[config.mk]
export PLATFORM = sky130hd
export DESIGN_NAME = walk_scheduler_flat
export DESIGN_NICKNAME = d
export VERILOG_FILES = /design/src/rtl/walk_scheduler_if.sv /design/src/rtl/walk_scheduler.sv /design/src/flat_wrapper.sv
export SDC_FILE = /design/constraint.sdc
export NUM_CORES = 1
export LEC_CHECK = 0
export ABC_AREA = 1
export CAP_MARGIN = 10
export CORE_ASPECT_RATIO = 1.2
export CORE_MARGIN = 3
export CORE_UTILIZATION = 56
export CTS_BUF_LIST = sky130_fd_sc_hd__clkbuf_16
export DETAILED_ROUTE_END_ITERATION = 8
export DONT_BUFFER_PORTS = 1
export PLACE_DENSITY = 0.76
export SETUP_SLACK_MARGIN = 0.1
export SLEW_MARGIN = 5
export SYNTH_ARGS = -nofsm -noshare
export SYNTH_HDL_FRONTEND = slang
export SYNTH_SLANG_ARGS = --single-unit
[constraint.sdc]
create_clock -name i_clk -period 1.9 [get_ports i_clk]
set_input_delay 0.38 -clock i_clk [delete_from_list [all_inputs] [get_ports i_clk]]
set_output_delay 0.38 -clock i_clk [all_outputs]
set_load 0.02 [all_outputs]
[src/rtl/walk_scheduler_if.sv]
// Wishbone master/slave bundle between walk_scheduler and the
// LED-walker slave port. Names follow the master's point of view.
interface walk_scheduler_if;
    logic        o_cyc;
    logic        o_stb;
    logic        o_we;
    logic        o_addr;
    logic [31:0] o_data;
    logic        i_stall;
    logic        i_ack;
    logic [31:0] i_data;

    modport master (
        output o_cyc, o_stb, o_we, o_addr, o_data,
        input  i_stall, i_ack, i_data
    );

    modport slave (
        input  o_cyc, o_stb, o_we, o_addr, o_data,
        output i_stall, i_ack, i_data
    );
endinterface

[src/rtl/walk_scheduler.sv]
// walk_scheduler: round-robin Wishbone master that starts LED walks
// and polls the walker status register until each walk finishes.
module walk_scheduler #(
    parameter int NREQ     = 4,
    parameter int POLL_GAP = 4,
    parameter int TIMEOUT  = 32
) (
    input  logic            i_clk,
    input  logic            i_reset_n,
    input  logic [NREQ-1:0] i_req,
    walk_scheduler_if.master bus,
    output logic [NREQ-1:0] o_pending,
    output logic [2:0]      o_active,
    output logic            o_busy,
    output logic            o_done,
    output logic            o_err
);
    typedef enum logic [2:0] {
        S_IDLE, S_WR, S_WACK, S_GAP, S_RD, S_RACK
    } state_t;

    state_t            r_state;
    state_t            w_state_nxt;
    logic [NREQ-1:0]   r_pending;
    logic [2:0]        r_ptr;
    logic [2:0]        r_active;
    logic [7:0]        r_cnt;
    logic              r_cyc;
    logic              r_stb;
    logic              r_we;
    logic              r_done;
    logic              r_err;
    logic [31:0]       r_data;

    logic [2*NREQ-1:0] w_dbl;
    logic              w_found;
    logic [3:0]        w_sum;
    logic [2:0]        w_gnt;
    logic              w_grant;
    logic [NREQ-1:0]   w_clr;
    logic              w_done;
    logic              w_err;
    logic              w_tmo;
    logic              w_cnt_clr;
    logic              w_unused;

    assign w_grant   = (r_state == S_IDLE) && w_found;
    assign w_tmo     = (r_cnt == 8'(TIMEOUT - 1));
    assign w_cnt_clr = (w_state_nxt != r_state)
                    && (w_state_nxt != S_WACK)
                    && (w_state_nxt != S_RACK);
    assign w_unused  = ^bus.i_data[31:4];

    // Rotate pending flags by the pointer and pick the first one set.
    always_comb begin
        w_dbl   = {r_pending, r_pending} >> r_ptr;
        w_found = 1'b0;
        w_sum   = '0;
        for (int i = 0; i < NREQ; i++) begin
            if (!w_found && w_dbl[i]) begin
                w_found = 1'b1;
                w_sum   = 4'(r_ptr) + 4'(i);
            end
        end
        w_gnt = (w_sum >= 4'(NREQ)) ? 3'(w_sum - 4'(NREQ)) : 3'(w_sum);
    end

    // One-hot clear mask for the flag being granted this cycle.
    always_comb begin
        w_clr = '0;
        for (int k = 0; k < NREQ; k++) begin
            w_clr[k] = w_grant && (w_gnt == 3'(k));
        end
    end

    // Next-state logic: write, wait ack, gap, poll, repeat until idle.
    always_comb begin
        w_state_nxt = r_state;
        w_done      = 1'b0;
        w_err       = 1'b0;
        unique case (r_state)
            S_IDLE: begin
                if (w_found) w_state_nxt = S_WR;
            end
            S_WR: begin
                if (!bus.i_stall) begin
                    w_state_nxt = S_WACK;
                end else if (w_tmo) begin
                    w_state_nxt = S_IDLE;
                    w_err       = 1'b1;
                end
            end
            S_WACK: begin
                if (bus.i_ack) begin
                    w_state_nxt = S_GAP;
                end else if (w_tmo) begin
                    w_state_nxt = S_IDLE;
                    w_err       = 1'b1;
                end
            end
            S_GAP: begin
                if (r_cnt == 8'(POLL_GAP - 1)) w_state_nxt = S_RD;
            end
            S_RD: begin
                if (!bus.i_stall) begin
                    w_state_nxt = S_RACK;
                end else if (w_tmo) begin
                    w_state_nxt = S_IDLE;
                    w_err       = 1'b1;
                end
            end
            S_RACK: begin
                if (bus.i_ack) begin
                    if (bus.i_data[3:0] == 4'd0) begin
                        w_state_nxt = S_IDLE;
                        w_done      = 1'b1;
                    end else begin
                        w_state_nxt = S_GAP;
                    end
                end else if (w_tmo) begin
                    w_state_nxt = S_IDLE;
                    w_err       = 1'b1;
                end
            end
            default: w_state_nxt = S_IDLE;
        endcase
    end

    // State register.
    always_ff @(posedge i_clk) begin
        if (!i_reset_n) r_state <= S_IDLE;
        else            r_state <= w_state_nxt;
    end

    // Pending flags, arbitration pointer, counter and registered bus outputs.
    always_ff @(posedge i_clk) begin
        if (!i_reset_n) begin
            r_pending <= '0;
            r_ptr     <= '0;
            r_active  <= '0;
            r_cnt     <= '0;
            r_cyc     <= 1'b0;
            r_stb     <= 1'b0;
            r_we      <= 1'b0;
            r_done    <= 1'b0;
            r_err     <= 1'b0;
            r_data    <= '0;
        end else begin
            r_pending <= (r_pending & ~w_clr) | i_req;
            if (w_cnt_clr || w_state_nxt == S_IDLE) r_cnt <= '0;
            else                                    r_cnt <= r_cnt + 8'd1;
            if (w_grant) begin
                r_active <= w_gnt;
                r_data   <= {29'd0, w_gnt};
                r_ptr    <= (w_gnt == 3'(NREQ - 1)) ? 3'd0 : w_gnt + 3'd1;
            end
            r_cyc  <= (w_state_nxt == S_WR) || (w_state_nxt == S_WACK)
                   || (w_state_nxt == S_RD) || (w_state_nxt == S_RACK);
            r_stb  <= (w_state_nxt == S_WR) || (w_state_nxt == S_RD);
            r_we   <= (w_state_nxt == S_WR) || (w_state_nxt == S_WACK);
            r_done <= w_done;
            r_err  <= w_err;
        end
    end

    assign bus.o_cyc  = r_cyc;
    assign bus.o_stb  = r_stb;
    assign bus.o_we   = r_we;
    assign bus.o_addr = 1'b0;
    assign bus.o_data = r_data;
    assign o_pending  = r_pending;
    assign o_active   = r_active;
    assign o_busy     = (r_state != S_IDLE);
    assign o_done     = r_done;
    assign o_err      = r_err;
endmodule

[src/flat_wrapper.sv]
// flat-port wrapper written by rule: the top's interface ports become plain ports
module walk_scheduler_flat 
#(
    parameter int NREQ     = 4,
    parameter int POLL_GAP = 4,
    parameter int TIMEOUT  = 32
)
  (i_clk, i_reset_n, i_req, o_pending, o_active, o_busy, o_done, o_err, bus_o_cyc, bus_o_stb, bus_o_we, bus_o_addr, bus_o_data, bus_i_stall, bus_i_ack, bus_i_data);
  walk_scheduler_if bus_i ();
  input  logic i_clk;
  input  logic i_reset_n;
  input  logic [NREQ-1:0] i_req;
  output logic [NREQ-1:0] o_pending;
  output logic [2:0] o_active;
  output logic o_busy;
  output logic o_done;
  output logic o_err;
  output wire logic [$bits(bus_i.o_cyc)-1:0] bus_o_cyc;
  output wire logic [$bits(bus_i.o_stb)-1:0] bus_o_stb;
  output wire logic [$bits(bus_i.o_we)-1:0] bus_o_we;
  output wire logic [$bits(bus_i.o_addr)-1:0] bus_o_addr;
  output wire logic [$bits(bus_i.o_data)-1:0] bus_o_data;
  input wire logic [$bits(bus_i.i_stall)-1:0] bus_i_stall;
  input wire logic [$bits(bus_i.i_ack)-1:0] bus_i_ack;
  input wire logic [$bits(bus_i.i_data)-1:0] bus_i_data;
  assign bus_o_cyc = bus_i.o_cyc;
  assign bus_o_stb = bus_i.o_stb;
  assign bus_o_we = bus_i.o_we;
  assign bus_o_addr = bus_i.o_addr;
  assign bus_o_data = bus_i.o_data;
  assign bus_i.i_stall = bus_i_stall;
  assign bus_i.i_ack = bus_i_ack;
  assign bus_i.i_data = bus_i_data;
  walk_scheduler #(.NREQ(NREQ), .POLL_GAP(POLL_GAP), .TIMEOUT(TIMEOUT)) u_core (.i_clk(i_clk), .i_reset_n(i_reset_n), .i_req(i_req), .bus(bus_i), .o_pending(o_pending), .o_active(o_active), .o_busy(o_busy), .o_done(o_done), .o_err(o_err));
endmodule
==> impl_results.md, run 1 <==
* Fraction of layout instances using a drive strength above 1 at 0.498
* Overall routing resource usage at 0.214
* Fin. max-slew vios at 0
* Max capacitance violation total at 0
* Unrepaired setup endpoints after global routing: yes
* Synth Warn # at 0
* Routed wire per std cell at 15.3 um
* Post-DP HPWL at 3.49 mm
* Crit path buffers/inverters at 3
* Startpoint type of the worst setup path: flip-flop
* CP cell instances: inv_8 > nand2_4 > nand2_4 > nand2_4 > nand3_4 > nor2_8 > nand2_4 > o211ai_1 > nor2_2 > inv_2 > ha_4 > inv_2 > nor2_2 > nand2_2 > nand2_2 > a21oi_2
* Core area at 0.00348 mm^2
* Most frequent standard cell in the layout excluding fill and tap cells: buf_4
* Top-level port count at 86
* Class of the tightest hold or removal check: in2reg
* Pwr dens at 1670 mW/mm^2
* Number of buffers between clock root and the deepest sink at 2
* Storage cell area at 538 um^2
* Global-route wire length before repair at 7.87 mm
* Initial antenna violation count at 0
* Final setup violation count at 18
* Cell repeated most along the worst path: nand2_4
* Clock network fraction of design power at 0.130
* Final standard cell count with taps included and fillers excluded at 383
* Category of the most critical setup path: reg2reg
* Total clock buffers created by CTS at 3
* Internal power summed over all cells at 0.00249 W
* Setup Skew at 0.00340 ns
* DRC violations left at 0
* Violations in the final reports: negative setup slack
* Final hold violation count at 0
* Distinct cells, synth at 35
* Die Area at 0.00457 mm^2
* Row Count at 23
* TritonCTS sink count at 26
* P_leak at 1.29 nW
* Routability congestion estimate from global placement at 0.807
* Switch share at 0.471
* Combinational Power Share at 0.689
* Post-Syn Instances at 290
* CTS tree: built
* Layout overhead on the synthesized area at 32.8%
* Time the final worst path needs with I/O delays and setup at 2.05 ns
* Filler cell count at 222
* Slowest cell on the critical path: dfxtp_4
* Number of vias per cell at 5.11
* Die span in y at 73.5 um
* Iteration-0 DRC count of the detailed router at 50
* Clock latency at the later pin of the worst-skew pair at 0.26 ns
* Worst hold margin at 0.217 ns
* Sw power at 0.00222 W
* Smallest setup slack after layout at -0.148 ns
* Crit share post-route at 1.08
* Max H-tree Level at 1
* Commonest cells after routing, fill and taps aside: buf_4, nand2_1, conb_1, inv_1, nand2_2
* Summed area of non-filler cells in the final layout at 0.00282 mm^2
* Number of detailed-routing iterations run before antenna repair at 4
* Yosys reg bits at 26
* Kind of capture point of the worst setup path: flip-flop
* Synthesized area at 0.00212 mm^2
* Share of synthesized area occupied by flip-flops and latches at 0.245
* Remaining global-route overflow at 0
* Sequential cell fraction of total power at 0.181
* Crit-path leading delay family: simple AND/OR/NAND/NOR gates
* WP data arrival at 2.20 ns
* Average footprint of a synthesized cell at 7.32 um^2
* Worst path max stage delay at 0.42 ns
* Outcome: finished, violations left
* Placed Area at 0.00227 mm^2
* Maximum fanout count along the critical path at 7
* Clock root buffer master: clkbuf_16
* Via count at 1956
* Area of combinational cells with multiple inputs at 0.00154 mm^2
* Clock-pin slew of the registers on the worst-case setup and hold paths at 0.07 ns
* Aggregate routed wire length at 5.85 mm
* Total number of nets in the final design at 383
* Routed Antenna Nets at 0
* Number of global-route vias before repair at 1786
* F_max at 0.488 GHz
* Final antenna diode count at 0
* Starting density of the core at 0.610
* Number of port buffers at 0
* Chip Width at 62.2 um
* Data required time at the worst endpoint at 2.06 ns
* Maximum VDD drop at 0.00136 V
* Pre-CTS setup slack at -0.177 ns
* Largest net degree at the start of global routing at 16
* Placed cells at 362
## per-stage QoR
| step | TNS (ns) | power, W | util |
|---|---|---|---|
| floorplan | 0 | 0.00233 | - |
| global placement | -0.289 | 0.00284 | 0.651 |
| detailed placement | -0.667 | 0.00290 | 0.651 |
| CTS | -0.0353 | 0.00381 | 0.724 |
| global route | -2.82 | 0.00497 | 0.810 |
| finish | -1.02 | 0.00471 | 0.810 |
## area by class of cell
class                           count  area share
Clock buffer                        3      0.0266
Sequential cell                    26       0.191
Inverter                           39      0.0577
Tap cell                           50      0.0222
Clock inverter                      1      0.0107
Timing Repair Buffer               47       0.146
Timing Repair inverter              1     0.00178
Multi-Input combinational cell    216       0.545
## routing by layer
metal	part of all wire	vias up	track usage	wire length, um
li1	-	938	-	-
met1	0.33	920	0.215	1950
met2	0.58	67	0.441	3390
met3	0.028	31	0.0183	161
met4	0.060	0	0.108	353
met5	0	-	0	0
## registers in the layout (all words and copies together), names as in the netlist
signal	flops
u_core.bus.o_stb	1
u_core.o_done	1
u_core.o_err	1
u_core.o_pending	4
u_core.bus.o_we	1
u_core.bus.o_cyc	1
u_core.r_ptr	3
u_core.o_active	3
u_core.r_cnt	8
u_core.r_state	3
## cell usage after synthesis, drive strengths merged
| library cell | n | area share |
|---|---|---|
| inv | 39 | 0.072 |
| buf | 37 | 0.13 |
| a221oi | 1 | 0.0041 |
| xnor2 | 3 | 0.012 |
| ha | 9 | 0.053 |
| nand3 | 31 | 0.099 |
| nor3 | 5 | 0.017 |
| a21o | 1 | 0.0035 |
| nand4 | 4 | 0.012 |
| clkbuf | 1 | 0.0018 |
| a21oi | 13 | 0.041 |
| xor2 | 5 | 0.021 |
| conb | 1 | 0.0018 |
| o211ai | 1 | 0.0035 |
| o21ai | 5 | 0.012 |
| dfxtp | 26 | 0.25 |
| nor3b | 1 | 0.0035 |
| nor2 | 37 | 0.099 |
| a31oi | 2 | 0.0059 |
| nand2 | 68 | 0.16 |
## timing repair
item | CTS | global route
resized for setup | 27 | 54
hold buffers | 0 | 0
endpoints found under the setup margin | 20 | 21
buffers inserted | 9 | 6
pin swaps | 19 | 25
gates cloned | 1 | 1
## kinds of logic after synthesis
kind of cell / share of synthesized area
buffers and inverters: 0.207
adder cells (fa/ha/maj): 0.0530
flip-flops: 0.245
AO/OA/AOI/OAI: 0.0701
AND/OR/NAND/NOR: 0.390
other: 0.00177
XOR/XNOR: 0.0330
## power by group through the flow
stage | Combinational [W] | Clock [W] | Sequential, W
floorplan | 0.00153 | 0 | 0.000798
global placement | 0.00200 | 0 | 0.000842
detailed placement | 0.00206 | 0 | 0.000845
CTS | 0.00236 | 0.000609 | 0.000836
global route | 0.00347 | 0.000629 | 0.000862
finish | 0.00324 | 0.000613 | 0.000851
## final timing paths
check                          startpoint                             end  slack [ns]  cells after the start
min reg2reg    u_core.r_cnt[0]$_SDFF_PP0_      u_core.r_cnt[0]$_SDFF_PP0_        0.53                      2
max reg2reg  u_core.r_ptr[0]$_SDFFE_PN0P_  u_core.o_pending[3]$_SDFF_PN0_       -0.15                     16
max          u_core.r_ptr[0]$_SDFFE_PN0P_  u_core.o_pending[3]$_SDFF_PN0_       -0.15                     16
min                             i_reset_n    u_core.r_ptr[0]$_SDFFE_PN0P_        0.22                      2
Power figures use the tool's default switching activity.
==> run 2: changes to the inputs <==
--- a/config.mk
+++ b/config.mk
@@ -11,11 +11,11 @@
 export CORE_MARGIN = 3
 export CORE_UTILIZATION = 56
 export CTS_BUF_LIST = sky130_fd_sc_hd__clkbuf_16
+export CTS_CLUSTER_DIAMETER = 40
 export DETAILED_ROUTE_END_ITERATION = 8
 export DONT_BUFFER_PORTS = 1
 export PLACE_DENSITY = 0.76
 export SETUP_SLACK_MARGIN = 0.1
-export SLEW_MARGIN = 5
 export SYNTH_ARGS = -nofsm -noshare
 export SYNTH_HDL_FRONTEND = slang
 export SYNTH_SLANG_ARGS = --single-unit
==> results of run 2 <==
The final DEF is identical to that of run 1; final timing and power are the same.
